### config.mk
export PLATFORM = sky130hd
export DESIGN_NAME = mem_responder
export DESIGN_NICKNAME = d
export VERILOG_FILES = /design/src/rtl/cpu_mem_pkg.sv /design/src/rtl/mem_io_regs.sv /design/src/rtl/mem_responder.sv
export SDC_FILE = /design/constraint.sdc
export NUM_CORES = 1
export LEC_CHECK = 0
export BUFFER_PORTS_ARGS = -buffer_cell sky130_fd_sc_hd__buf_4
export CAP_MARGIN = 0
export CORE_ASPECT_RATIO = 1.25
export CORE_MARGIN = 2
export CORE_UTILIZATION = 50
export CTS_CLUSTER_DIAMETER = 120
export DETAILED_ROUTE_END_ITERATION = 16
export GPL_TIMING_DRIVEN = 0
export PLACE_DENSITY = 0.85
export SETUP_SLACK_MARGIN = 0.15
export SYNTH_ARGS = -nofsm -noshare
export SYNTH_HDL_FRONTEND = slang
export SYNTH_SLANG_ARGS = --single-unit
### constraint.sdc
create_clock -name clk -period 3.5 [get_ports clk]
set_input_delay 0 -clock clk [delete_from_list [all_inputs] [get_ports clk]]
set_output_delay 0 -clock clk [all_outputs]
set_load 0.05 [all_outputs]
### src/rtl/cpu_mem_pkg.sv
// Shared definitions for the CPU memory path: the I/O window location, the
// register offsets inside that window, and the responder state encoding.
package cpu_mem_pkg;

  // Word addresses at or above IO_BASE decode to board I/O instead of BRAM.
  localparam logic [15:0] IO_BASE    = 16'hFF00;
  localparam int          IO_SW_OFS  = 0;   // read-only: board switches
  localparam int          IO_LED_OFS = 1;   // write-only: board LEDs

  typedef enum logic [1:0] {
    ST_IDLE   = 2'd0,
    ST_ACCESS = 2'd1,
    ST_WAIT   = 2'd2,
    ST_RESP   = 2'd3
  } resp_state_e;

endpackage

### src/rtl/mem_io_regs.sv
// Memory-mapped I/O window for the responder.
// Decodes the latched request address against IO_BASE, provides the
// read-data mux (switches at IO_SW_OFS, zero elsewhere) and owns the LED
// register (written at IO_LED_OFS, all other I/O writes are dropped).
// Ports:
//   clk, rst      clock, synchronous active-low reset
//   i_access      high in the responder's ACCESS cycle
//   i_we          latched request is a store
//   i_addr        latched request word address
//   i_wdata       latched store data
//   sw_in         board switches
//   o_is_io       i_addr falls inside the I/O window (unsigned compare)
//   o_rdata       I/O read data for i_addr
//   led_out       board LED register
module mem_io_regs #(
  parameter int                ADDR_W  = 16,
  parameter int                DATA_W  = 16,
  parameter logic [ADDR_W-1:0] IO_BASE = ADDR_W'(cpu_mem_pkg::IO_BASE)
) (
  input  logic              clk,
  input  logic              rst,
  input  logic              i_access,
  input  logic              i_we,
  input  logic [ADDR_W-1:0] i_addr,
  input  logic [DATA_W-1:0] i_wdata,
  input  logic [15:0]       sw_in,
  output logic              o_is_io,
  output logic [DATA_W-1:0] o_rdata,
  output logic [15:0]       led_out
);
  import cpu_mem_pkg::*;

  logic [ADDR_W-1:0] w_ofs;
  logic              w_sel_sw;
  logic              w_sel_led;
  logic [15:0]       r_led;

  assign o_is_io   = (i_addr >= IO_BASE);
  assign w_ofs     = i_addr - IO_BASE;
  assign w_sel_sw  = o_is_io && (w_ofs == ADDR_W'(IO_SW_OFS));
  assign w_sel_led = o_is_io && (w_ofs == ADDR_W'(IO_LED_OFS));

  // Unmapped I/O reads return zero.
  assign o_rdata = w_sel_sw ? DATA_W'(sw_in) : '0;

  always_ff @(posedge clk) begin
    if (!rst) begin
      r_led <= '0;
    end else if (i_access && i_we && w_sel_led) begin
      r_led <= 16'(i_wdata);
    end
  end

  assign led_out = r_led;

endmodule

### src/rtl/mem_responder.sv
// Memory-side responder for the control FSM's fetch/load/store requests.
// One request at a time is accepted over req_valid/req_ready, served from a
// single-port BRAM with fixed read latency RAM_LAT or from the I/O window,
// and completed with a one-cycle resp_valid pulse.
// Ports:
//   clk, rst                    clock, synchronous active-low reset
//   req_valid/req_ready         request handshake (ready only when idle)
//   req_we/req_addr/req_wdata   request fields, latched on accept
//   resp_valid                  one-cycle completion pulse
//   resp_rdata                  read data, held until the next read completes
//   mem_en/mem_we/mem_addr/mem_wdata  BRAM port, driven in the ACCESS cycle
//   mem_rdata                   BRAM read data, RAM_LAT cycles after mem_en
//   sw_in                       board switches
//   led_out                     board LED register
module mem_responder #(
  parameter int                ADDR_W  = 16,
  parameter int                DATA_W  = 16,
  parameter int                RAM_LAT = 2,
  parameter logic [ADDR_W-1:0] IO_BASE = ADDR_W'(cpu_mem_pkg::IO_BASE)
) (
  input  logic              clk,
  input  logic              rst,
  input  logic              req_valid,
  output logic              req_ready,
  input  logic              req_we,
  input  logic [ADDR_W-1:0] req_addr,
  input  logic [DATA_W-1:0] req_wdata,
  output logic              resp_valid,
  output logic [DATA_W-1:0] resp_rdata,
  output logic              mem_en,
  output logic              mem_we,
  output logic [ADDR_W-1:0] mem_addr,
  output logic [DATA_W-1:0] mem_wdata,
  input  logic [DATA_W-1:0] mem_rdata,
  input  logic [15:0]       sw_in,
  output logic [15:0]       led_out
);
  import cpu_mem_pkg::*;

  generate
    if (RAM_LAT < 1 || RAM_LAT > 3) begin : g_bad_lat
      $error("mem_responder: RAM_LAT must be in 1..3");
    end
  endgenerate

  resp_state_e       r_state;
  resp_state_e       w_state_nxt;
  logic              r_we;
  logic [ADDR_W-1:0] r_addr;
  logic [DATA_W-1:0] r_wdata;
  logic [1:0]        r_cnt;
  logic [DATA_W-1:0] r_rdata;

  logic              w_accept;
  logic              w_is_io;
  logic [DATA_W-1:0] w_io_rdata;
  logic              w_cap_io;
  logic              w_cap_ram;

  assign w_accept  = req_valid && (r_state == ST_IDLE);
  assign w_cap_io  = (r_state == ST_ACCESS) && w_is_io && !r_we;
  assign w_cap_ram = (r_state == ST_WAIT) && (r_cnt == 2'd0);

  // Request latch: everything after the accept edge works from these, so the
  // initiator is free to change its request lines while we are busy.
  always_ff @(posedge clk) begin
    if (w_accept) begin
      r_we    <= req_we;
      r_addr  <= req_addr;
      r_wdata <= req_wdata;
    end
  end

  always_ff @(posedge clk) begin
    if (!rst) begin
      r_state <= ST_IDLE;
      r_cnt   <= '0;
      r_rdata <= '0;
    end else begin
      r_state <= w_state_nxt;
      // Loaded while leaving ACCESS so WAIT lasts exactly RAM_LAT cycles.
      if (r_state == ST_ACCESS) begin
        r_cnt <= 2'(RAM_LAT - 1);
      end else if (r_state == ST_WAIT) begin
        r_cnt <= r_cnt - 2'd1;
      end
      if (w_cap_io) begin
        r_rdata <= w_io_rdata;
      end else if (w_cap_ram) begin
        r_rdata <= mem_rdata;
      end
    end
  end

  always_comb begin
    w_state_nxt = r_state;
    req_ready   = 1'b0;
    resp_valid  = 1'b0;
    mem_en      = 1'b0;
    mem_we      = 1'b0;
    mem_addr    = '0;
    mem_wdata   = '0;
    case (r_state)
      ST_IDLE: begin
        req_ready = 1'b1;
        if (req_valid) begin
          w_state_nxt = ST_ACCESS;
        end
      end
      ST_ACCESS: begin
        if (!w_is_io) begin
          mem_en    = 1'b1;
          mem_we    = r_we;
          mem_addr  = r_addr;
          mem_wdata = r_wdata;
        end
        w_state_nxt = (!w_is_io && !r_we) ? ST_WAIT : ST_RESP;
      end
      ST_WAIT: begin
        if (r_cnt == 2'd0) begin
          w_state_nxt = ST_RESP;
        end
      end
      ST_RESP: begin
        resp_valid  = 1'b1;
        w_state_nxt = ST_IDLE;
      end
      default: w_state_nxt = ST_IDLE;
    endcase
  end

  assign resp_rdata = r_rdata;

  mem_io_regs #(
    .ADDR_W  (ADDR_W),
    .DATA_W  (DATA_W),
    .IO_BASE (IO_BASE)
  ) u_io (
    .clk      (clk),
    .rst      (rst),
    .i_access (r_state == ST_ACCESS),
    .i_we     (r_we),
    .i_addr   (r_addr),
    .i_wdata  (r_wdata),
    .sw_in    (sw_in),
    .o_is_io  (w_is_io),
    .o_rdata  (w_io_rdata),
    .led_out  (led_out)
  );

endmodule
==> results.yml, run 1 <==
power:
  leakagePower_nw: 2.20
  ir_drop_v: 0.000471
  powerDensity_nw_per_um2: 680
setup_path:
  r2r_cells: 6
  endpoint: "resp_rdata[7]$_SDFFE_PN0P_"
  r2r-end: "resp_rdata[7]$_SDFFE_PN0P_"
  start_kind: "flop"
  r2r_slack_ns: 1.22
  required_ns: 3.73
  critPathArrivalTime_ns: 2.51
  worst_setup_path_end_kind: "flop"
  cp-startpoint: "r_state[0]$_SDFFE_PN0P_"
  timing.rr.start: "r_state[0]$_SDFFE_PN0P_"
  cp_max_fo: 10
  critPathKind: "reg2reg"
detailed_routing:
  post_drt_wl_per_cell_um: 16.2
  drc_errors: 0
  drt_wl_total_mm: 8.40
  vias: 2727
  drt_pass1_iterations: 4
  drtAntennaViolNets: 0
  first_iter_violations: 151
  vias_per_cell: 5.25
cells_and_area:
  final_cell_count_no_fill: 519
  layout-drive-gt1-share_pct: 34.7
  fin_nets: 521
  syn_to_final_growth_pct: 59.6
  diodes: 0
synth:
  synth.area.top_cells: "edfxtp_1 33%, dfxtp_1 24%, mux2i_1 11%, and3_1 7.0%, nand2_1 4.6%"
  synth_top_area_cell: "edfxtp_1"
  yosys.area.top_type_share_pct: 33.4
  yosysWarnings: 0
  syn_inst: 254
  synth_area_um2: 2970
  synth_seq_cells: 69
  postSynthNetCount: 327
  synth.avg_cell_area_um2: 11.7
  yosysUniqueCellTypes: 29
  ys_seq_area_share_pct: 57.7
die:
  io_pins: 136
  core_um2: 5780
  fp.dieH_um: 90.1
  start_util_pct: 51.3
  design.die.area_um2: 6570
  num_rows: 31
  fp.dieW_um: 72.9
clock_tree:
  cts_resized: 0
  numCtsBuffers: 9
  clk_latency_ns: 0.34
  clock-sinks: 69
  clock_path_buffers: 2
  clk_pin_slew_ns: 0.06
  clockRootBuffer: "clkbuf_8"
  htreeDepth: 3
  cts_tree: "built"
global_routing:
  antenna_found_initial: 0
  grt_pass1_vias: 2846
  grt_overflow: 0
  grt_max_degree: 34
  gr-usage-all-layers_pct: 25.8
  grt_pass1_wl_mm: 13.2
hold_path:
  hp-class: "in2reg"
  holdPathStages: 4
timing:
  min_period_ns: 2.28
  period_share_pct: 65.1
  worst_slew_pin_slew_ns: 0.789
  final_hold_viol_count: 0
  final.setup.tns_ns: 0
  setup_viol: 0
  finalMaxSlewViolations: 0
  fmax_mhz: 439
  rsz0062_at_grt: "no"
  maxSlewHeadroom_pct: 47.4
  fin_skew_ns: 0.00838
placed_design:
  hpwl_mm: 5.48
  place.gp.congestion: 0.809
  port_buffers: 134
  placed_cells: 454
job:
  cap_violations: 0
status:
  status: "completed"
## cells by family after synthesis
family	Yosys count	share of synthesized area [%]
AND/OR/NAND/NOR	97	18.6
flip-flops	69	57.7
multiplexers	34	11.5
buffers and inverters	26	3.71
AO/OA/AOI/OAI	23	6.37
adder cells (fa/ha/maj)	5	2.11
## routing by layer
metal,up-vias,global-route usage [%],part of all wire (%)
met3,17,5.04,6.7
met5,-,0,0
met2,140,46.6,54
met4,0,11.6,2.2
li1,1313,-,-
met1,1257,28.3,38
## layout by cell type, fill, tap and decap left out, types with 4 or more instances in the layout
cell,instances
inv_1,6
a31o_1,14
dfxtp_1,36
buf_2,4
nor3b_1,16
nand2_1,36
buf_4,134
ha_1,5
clkbuf_1,18
mux2i_1,34
and3_1,33
dlygate4sd3_1,49
edfxtp_1,33
clkbuf_8,10
## critical path, stage by stage (launching register included)
cell and delay, ns:
dfxtp_1 0.42, ha_1 0.38, inv_2 0.13, nor4_1 0.63, buf_2 0.34, nor3b_1 0.09, a31o_1 0.19
## worst min path at each step
| stage | from | to | slack, ns |
|---|---|---|---|
| after floorplan | req_addr[0] | r_addr[0]$_DFFE_PP_ | 0.1 |
| after global placement | req_addr[2] | r_addr[2]$_DFFE_PP_ | 0.18 |
| after detailed placement | req_addr[5] | r_addr[5]$_DFFE_PP_ | 0.18 |
| after CTS | mem_rdata[13] | resp_rdata[13]$_SDFFE_PN0P_ | 0.09 |
| after global routing | req_valid | r_state[1]$_SDFFE_PN0P_ | 0.13 |
| final | mem_rdata[13] | resp_rdata[13]$_SDFFE_PN0P_ | 0.1 |
## final cells by class
type	instances	area [um^2]
repair buffers	183	1500
clock buffers	14	153
plain buffers	19	83.8
fillers	319	1050
inverters	7	26.3
well taps	66	82.6
flip-flops and latches	69	1710
multi-input cells	159	1140
clock inverters	2	35.0
## through the flow
stage	power (mW)	setup WS, ns	utilization [%]	area [um^2]	hold slack [ns]
6_report	3.22	1.22	81.9	4730	0.0993
5_1_grt	3.35	0.966	81.9	4730	0.127
4_1_cts	3.22	1.19	81.9	4730	0.0947
3_5_place_dp	2.55	1.22	70.1	4050	0.179
3_3_place_gp	2.53	1.21	70.1	4050	0.178
2_1_floorplan	2.12	1.30	-	2970	0.0989
## state kept, by name (all words and copies together), names as in the netlist
name / cells
r_addr: 16
r_wdata: 16
resp_rdata: 16
u_io.led_out: 16
r_cnt: 2
r_state: 2
r_we: 1
## cells in the mapped netlist
master and n:
buf_6 1, o21ai_0 2, a31o_2 2, nand4_1 2, o211ai_1 1, nor2b_1 1
and3_1 33, nor2_1 2, nor4_1 2, a21boi_0 1, inv_2 1, mux2i_1 34
o2111a_1 1, nor3_1 1, nor3b_2 1, ha_1 5, nand2_1 36, dfxtp_1 36
and2_1 1, edfxtp_1 33, or2_1 1, a31oi_1 1, clkbuf_1 14, buf_2 4
nor4_4 1, o22ai_1 1, nor3b_1 16, inv_1 6, a31o_1 14
## where the power goes
group / total [mW] / internal, mW / switching, mW
Clock: 0.626 / 0.349 / 0.277
Combinational: 1.49 / 0.502 / 0.989
Sequential: 1.10 / 1.02 / 0.0784
Total: 3.22 / 1.88 / 1.34
## repair_timing
| action | 4_1_cts | 5_1_grt |
|---|---|---|
| endpoints found under the hold margin | 49 | 0 |
| setup buffers | 0 | 0 |
| hold buffers | 49 | 0 |
Note: power is estimated with default switching activity, not from simulation.
==> run 2, diff against run 1 <==
CORE_UTILIZATION = 47   (was 50)
PLACE_DENSITY = 0.8   (was 0.85)
clock period = 2.2 ns   (was 3.5 ns; I/O delays follow)
==> results.yml, run 2 (synthesis gave the netlist of run 1 again) <==
setup_path:
  worst-path-buf-inv: 3
  r2r_cells: 5
  start_kind: "flop"
  required_ns: 2.20
  critPathKind: "reg2out"
  cp_max_fo: 10
  crit_path_max_incr_delay_ns: 0.35
  path_cells: "nand4_1, or2_1, buf_2, clkbuf_2, and3_1, buf_4"
  cp_num_cells: 6
  crit_path_top_delay_cell: "edfxtp_1"
  critPathArrivalTime_ns: 1.91
  cpLargestDelayFamily: "simple AND/OR/NAND/NOR gates"
  r2r_slack_ns: 0.31
  worst_setup_path_end_kind: "primary output"
power:
  ir_drop_v: 0.000802
  finalPower_mw: 5.24
  leakagePower_nw: 2.25
  powerDensity_nw_per_um2: 1080
die:
  start_util_pct: 48.4
  design.die.area_um2: 6960
  core_um2: 6130
  num_rows: 32
  fp.dieH_um: 92.8
  fp.dieW_um: 75.0
  io_pins: 136
clock_tree:
  htreeDepth: 3
  clk_latency_ns: 0.34
  clockRootBuffer: "clkbuf_8"
  cts_tree: "built"
  clock_path_buffers: 2
  clk_pin_slew_ns: 0.07
  numCtsBuffers: 9
  clock-sinks: 69
cells_and_area:
  final_cell_count_no_fill: 541
  fill_cells: 391
  layout_commonest_cell: "buf_4"
  syn_to_final_growth_pct: 63.1
  fin_nets: 524
  final_util_pct: 78.9
  layout-drive-gt1-share_pct: 37.1
  diodes: 0
  final_cell_mix: "138 x buf_4, 49 x dlygate4sd3_1, 36 x dfxtp_1, 35 x nand2_1, 34 x mux2i_1"
global_routing:
  grt_pass1_wl_mm: 13.1
  gr-usage-all-layers_pct: 25.1
  grt_overflow: 0
  antenna_found_initial: 0
  grt_max_degree: 34
  grt_pass1_vias: 2790
status:
  status: "completed"
placed_design:
  port_buffers: 134
  place.gp.congestion: 0.778
  hpwl_mm: 5.61
  placed_cells: 473
detailed_routing:
  vias: 2747
  drc_errors: 0
  first_iter_violations: 140
  vias_per_cell: 5.08
  drtAntennaViolNets: 0
  drt_pass1_iterations: 4
  post_drt_wl_per_cell_um: 16.0
  drt_wl_total_mm: 8.67
hold_path:
  holdPathStages: 4
  hp-class: "in2reg"
timing:
  rsz0062_at_grt: "no"
  final.setup.tns_ns: 0
  fin_hold_ws_ns: 0.0975
  setup_viol: 0
  final_hold_viol_count: 0
  worst_slew_pin_slew_ns: 0.812
  finalMaxSlewViolations: 0
  period_share_pct: 86.8
  maxSlewHeadroom_pct: 45.9
  fin_skew_ns: 0.00644
  fmax_mhz: 523
  min_period_ns: 1.91
job:
  cap_violations: 0
run 2: final cells by class:
| class | instances | area, um^2 | share of cell area (%) |
|---|---|---|---|
| plain buffers | 19 | 91.3 | 1.89 |
| inverters | 7 | 26.3 | 0.543 |
| flip-flops and latches | 69 | 1710 | 35.4 |
| multi-input cells | 159 | 1170 | 24.2 |
| repair buffers | 186 | 1520 | 31.4 |
| well taps | 85 | 106 | 2.20 |
| clock inverters | 4 | 43.8 | 0.906 |
| clock buffers | 12 | 166 | 3.44 |
run 2: power breakdown:
part           total [mW]  switching (mW)  internal (mW)  leakage [nW]
registers            1.76           0.133           1.63         0.604
clock network        1.08           0.459          0.616         0.109
logic                2.41            1.59          0.813          1.53
run 2: final timing paths:
kind / start / endpoint
worst min-delay path: mem_rdata[4] / resp_rdata[4]$_SDFFE_PN0P_
worst min register to register: u_io.led_out[14]$_SDFFE_PN0P_ / u_io.led_out[14]$_SDFFE_PN0P_
worst max register to register: r_addr[5]$_DFFE_PP_ / resp_rdata[14]$_SDFFE_PN0P_
worst max-delay path: r_addr[11]$_DFFE_PP_ / mem_addr[1]
run 2: worst min-delay path, cell delays in order:
cell and delay, ns:
buf_4 0.08, mux2i_1 0.05, nor3b_1 0.17, a31o_1 0.11
run 2: through the flow:
stage / setup slack [ns] / instance area, um^2
3_3_place_gp: -0.189 / 4080
2_1_floorplan: 0.314 / 2970
5_1_grt: 0.177 / 4840
3_5_place_dp: -0.293 / 4080
6_report: 0.289 / 4840
4_1_cts: 0.194 / 4810
run 2: repair_timing:
| item | in CTS | in global routing |
|---|---|---|
| gates resized for setup | 5 | 9 |
| pin swaps | 1 | 2 |
| endpoints found under the hold margin | 49 | 0 |
| buffers inserted | 1 | 2 |
| endpoints found under the setup margin | 26 | 44 |
| hold buffers | 49 | 0 |
run 2: layer usage:
metal	vias to the layer above	share of wire [%]	GRT usage, %	routed length, um
li1	1314	-	-	-
met1	1292	38	28.8	3300
met2	122	53	43.1	4550
met3	19	7.0	6.42	605
met4	0	2.4	10.6	209
met5	-	0	0	0
==> run 3, diff against run 2 <==
--- a/config.mk
+++ b/config.mk
@@ -10,9 +10,10 @@
 export CORE_ASPECT_RATIO = 1.25
 export CORE_MARGIN = 2
-export CORE_UTILIZATION = 47
+export CORE_UTILIZATION = 48
+export CTS_BUF_LIST = sky130_fd_sc_hd__clkbuf_4
 export CTS_CLUSTER_DIAMETER = 120
 export DETAILED_ROUTE_END_ITERATION = 16
 export GPL_TIMING_DRIVEN = 0
-export PLACE_DENSITY = 0.8
+export PLACE_DENSITY = 0.82
 export SETUP_SLACK_MARGIN = 0.15
 export SYNTH_ARGS = -nofsm -noshare
==> constraint.sdc (replaced) <==
create_clock -name clk -period 2.2 [get_ports clk]
set_input_delay 0.33 -clock clk [delete_from_list [all_inputs] [get_ports clk]]
set_output_delay 0.33 -clock clk [all_outputs]
set_load 0.05 [all_outputs]
==> results.yml, run 3 (synthesis gave the netlist of run 1 again) <==
status:
  status: "completed"
setup_path:
  critPathArrivalTime_ns: 1.80
  r2r-end: "resp_rdata[8]$_SDFFE_PN0P_"
  start_kind: "flop"
  timing.rr.start: "r_addr[5]$_DFFE_PP_"
  cp_max_fo: 10
  r2r_cells: 5
  critPathKind: "reg2out"
  required_ns: 1.87
  worst_setup_path_end_kind: "primary output"
  r2r_slack_ns: 0.27
detailed_routing:
  top_layer: "met4"
  post_drt_wl_per_cell_um: 15.8
  drt_pass1_iterations: 4
  first_iter_violations: 127
  drt_wl_total_mm: 7.85
  drc_errors: 0
  vias: 2521
  wl_met1_mm: 3.12
  met3_length_um: 551
  drtAntennaViolNets: 0
  vias_per_cell: 5.08
  met2_length_mm: 3.93
timing:
  worst_slew_pin_slew_ns: 0.782
  fin_hold_ws_ns: 0.0798
  layout_setup_ws_ns: 0.0698
  fin_skew_ns: 0.0152
  setup_viol: 0
  rsz0062_at_grt: "yes"
  finalMaxSlewViolations: 0
  final_hold_viol_count: 0
  maxSlewHeadroom_pct: 47.8
  fmax_mhz: 469
  min_period_ns: 2.13
  final.setup.tns_ns: 0
  period_share_pct: 96.8
clock_tree:
  clock_path_buffers: 2
  clockRootBuffer: "clkbuf_4"
  cts_hold_buf: 0
  htreeDepth: 3
  clock-sinks: 69
  clk_pin_slew_ns: 0.13
  cts_tree: "built"
  numCtsBuffers: 9
  clk_latency_ns: 0.42
cells_and_area:
  fin_area_um2: 4590
  final_cell_mix: "111 x buf_4, 35 x nand2_1, 35 x dfxtp_1, 34 x mux2i_1, 33 x edfxtp_1"
  syn_to_final_growth_pct: 54.9
  fill_cells: 431
  diodes: 0
  layout_commonest_cell: "buf_4"
  final_cell_count_no_fill: 496
  fin_nets: 479
  layout-drive-gt1-share_pct: 49.4
die:
  num_rows: 32
  start_util_pct: 48.7
  fp.dieW_um: 74.3
  io_pins: 136
  core_um2: 6090
  design.die.area_um2: 6830
  fp.dieH_um: 91.9
power:
  leakagePower_nw: 2.04
  intPower_mw: 2.99
  ir_drop_v: 0.000727
  p_switching_mw: 2.23
  pwr-share-comb_pct: 50.3
  powerDensity_nw_per_um2: 1140
  pwr-share-seq_pct: 33.9
  netSwitchingFraction_pct: 42.8
  pwr-share-clk_pct: 15.8
placed_design:
  place.gp.congestion: 0.769
  hpwl_mm: 5.54
  placed_cells: 473
  port_buffers: 134
  dp_slack_ns: -0.144
  dpl_cell_area_um2: 4080
global_routing:
  grt_pass1_wl_mm: 11.8
  grt_pass1_vias: 2511
  gr-usage-all-layers_pct: 22.6
  antenna_found_initial: 0
  grt_overflow: 0
  grt_max_degree: 34
hold_path:
  min_to: "r_wdata[9]$_DFFE_PP_"
  min_from: "req_wdata[9]"
  hp-class: "in2reg"
  holdPathStages: 1
job:
  cap_violations: 0
## run 3: power by group through the flow
| stage | logic, mW | clock network (mW) | registers [mW] |
|---|---|---|---|
| final | 2.63 | 0.827 | 1.77 |
| after global routing | 2.77 | 0.892 | 1.79 |
| after CTS | 2.51 | 0.844 | 1.75 |
| after detailed placement | 2.30 | 0 | 1.77 |
| after global placement | 2.27 | 0 | 1.76 |
| after floorplan | 1.44 | 0 | 1.93 |
## run 3: what timing repair did
item,CTS,global route
setup buffers,3,4
pin swaps,3,4
gates resized for setup,53,34
endpoints found under the setup margin,60,58
## run 3: how the worst max path moves through the flow
stage / start / endpoint / slack, ns / cells past startpoint
final: r_addr[11]$_DFFE_PP_ / mem_wdata[6] / 0.07 / 6
after global routing: r_addr[11]$_DFFE_PP_ / mem_addr[14] / 0.03 / 6
after CTS: r_addr[9]$_DFFE_PP_ / mem_addr[1] / 0.08 / 6
after detailed placement: r_state[0]$_SDFFE_PN0P_ / resp_rdata[13]$_SDFFE_PN0P_ / -0.14 / 6
after global placement: r_state[0]$_SDFFE_PN0P_ / resp_rdata[11]$_SDFFE_PN0P_ / -0.12 / 6
after floorplan: r_state[0]$_SDFFE_PN0P_ / r_addr[0]$_DFFE_PP_ / 0.31 / 3
## run 3: area by class of cell
class                      count  area [um^2]  share of cell area, %
clock buffer                   9         67.6                   1.47
sequential                    69         1710                   37.3
timing repair buffer         141         1180                   25.7
multi-input combinational    159         1290                   28.1
clock inverter                 7         75.1                   1.63
tap                           85          106                   2.32
inverter                       7         26.3                  0.572
buffer                        19          135                   2.94
## run 3: critical path, stage by stage (launching register included)
cell      delay (ns)
edfxtp_1        0.38
nand4_1         0.14
or2_1           0.24
buf_6           0.14
buf_8           0.14
and3_1          0.19
buf_6           0.15
## run 3: per-layer routing
metal / global-route usage, % / vias up
met2: 37.7 / 103
met5: 0 / -
met4: 12.4 / 0
met3: 5.49 / 19
met1: 26.1 / 1169
li1: - / 1230
## run 3: through the flow
stage | utilization [%] | power [mW]
after floorplan | - | 3.37
after global placement | 67.0 | 4.03
after detailed placement | 67.0 | 4.07
after CTS | 73.0 | 5.10
after global routing | 75.5 | 5.45
final | 75.5 | 5.22
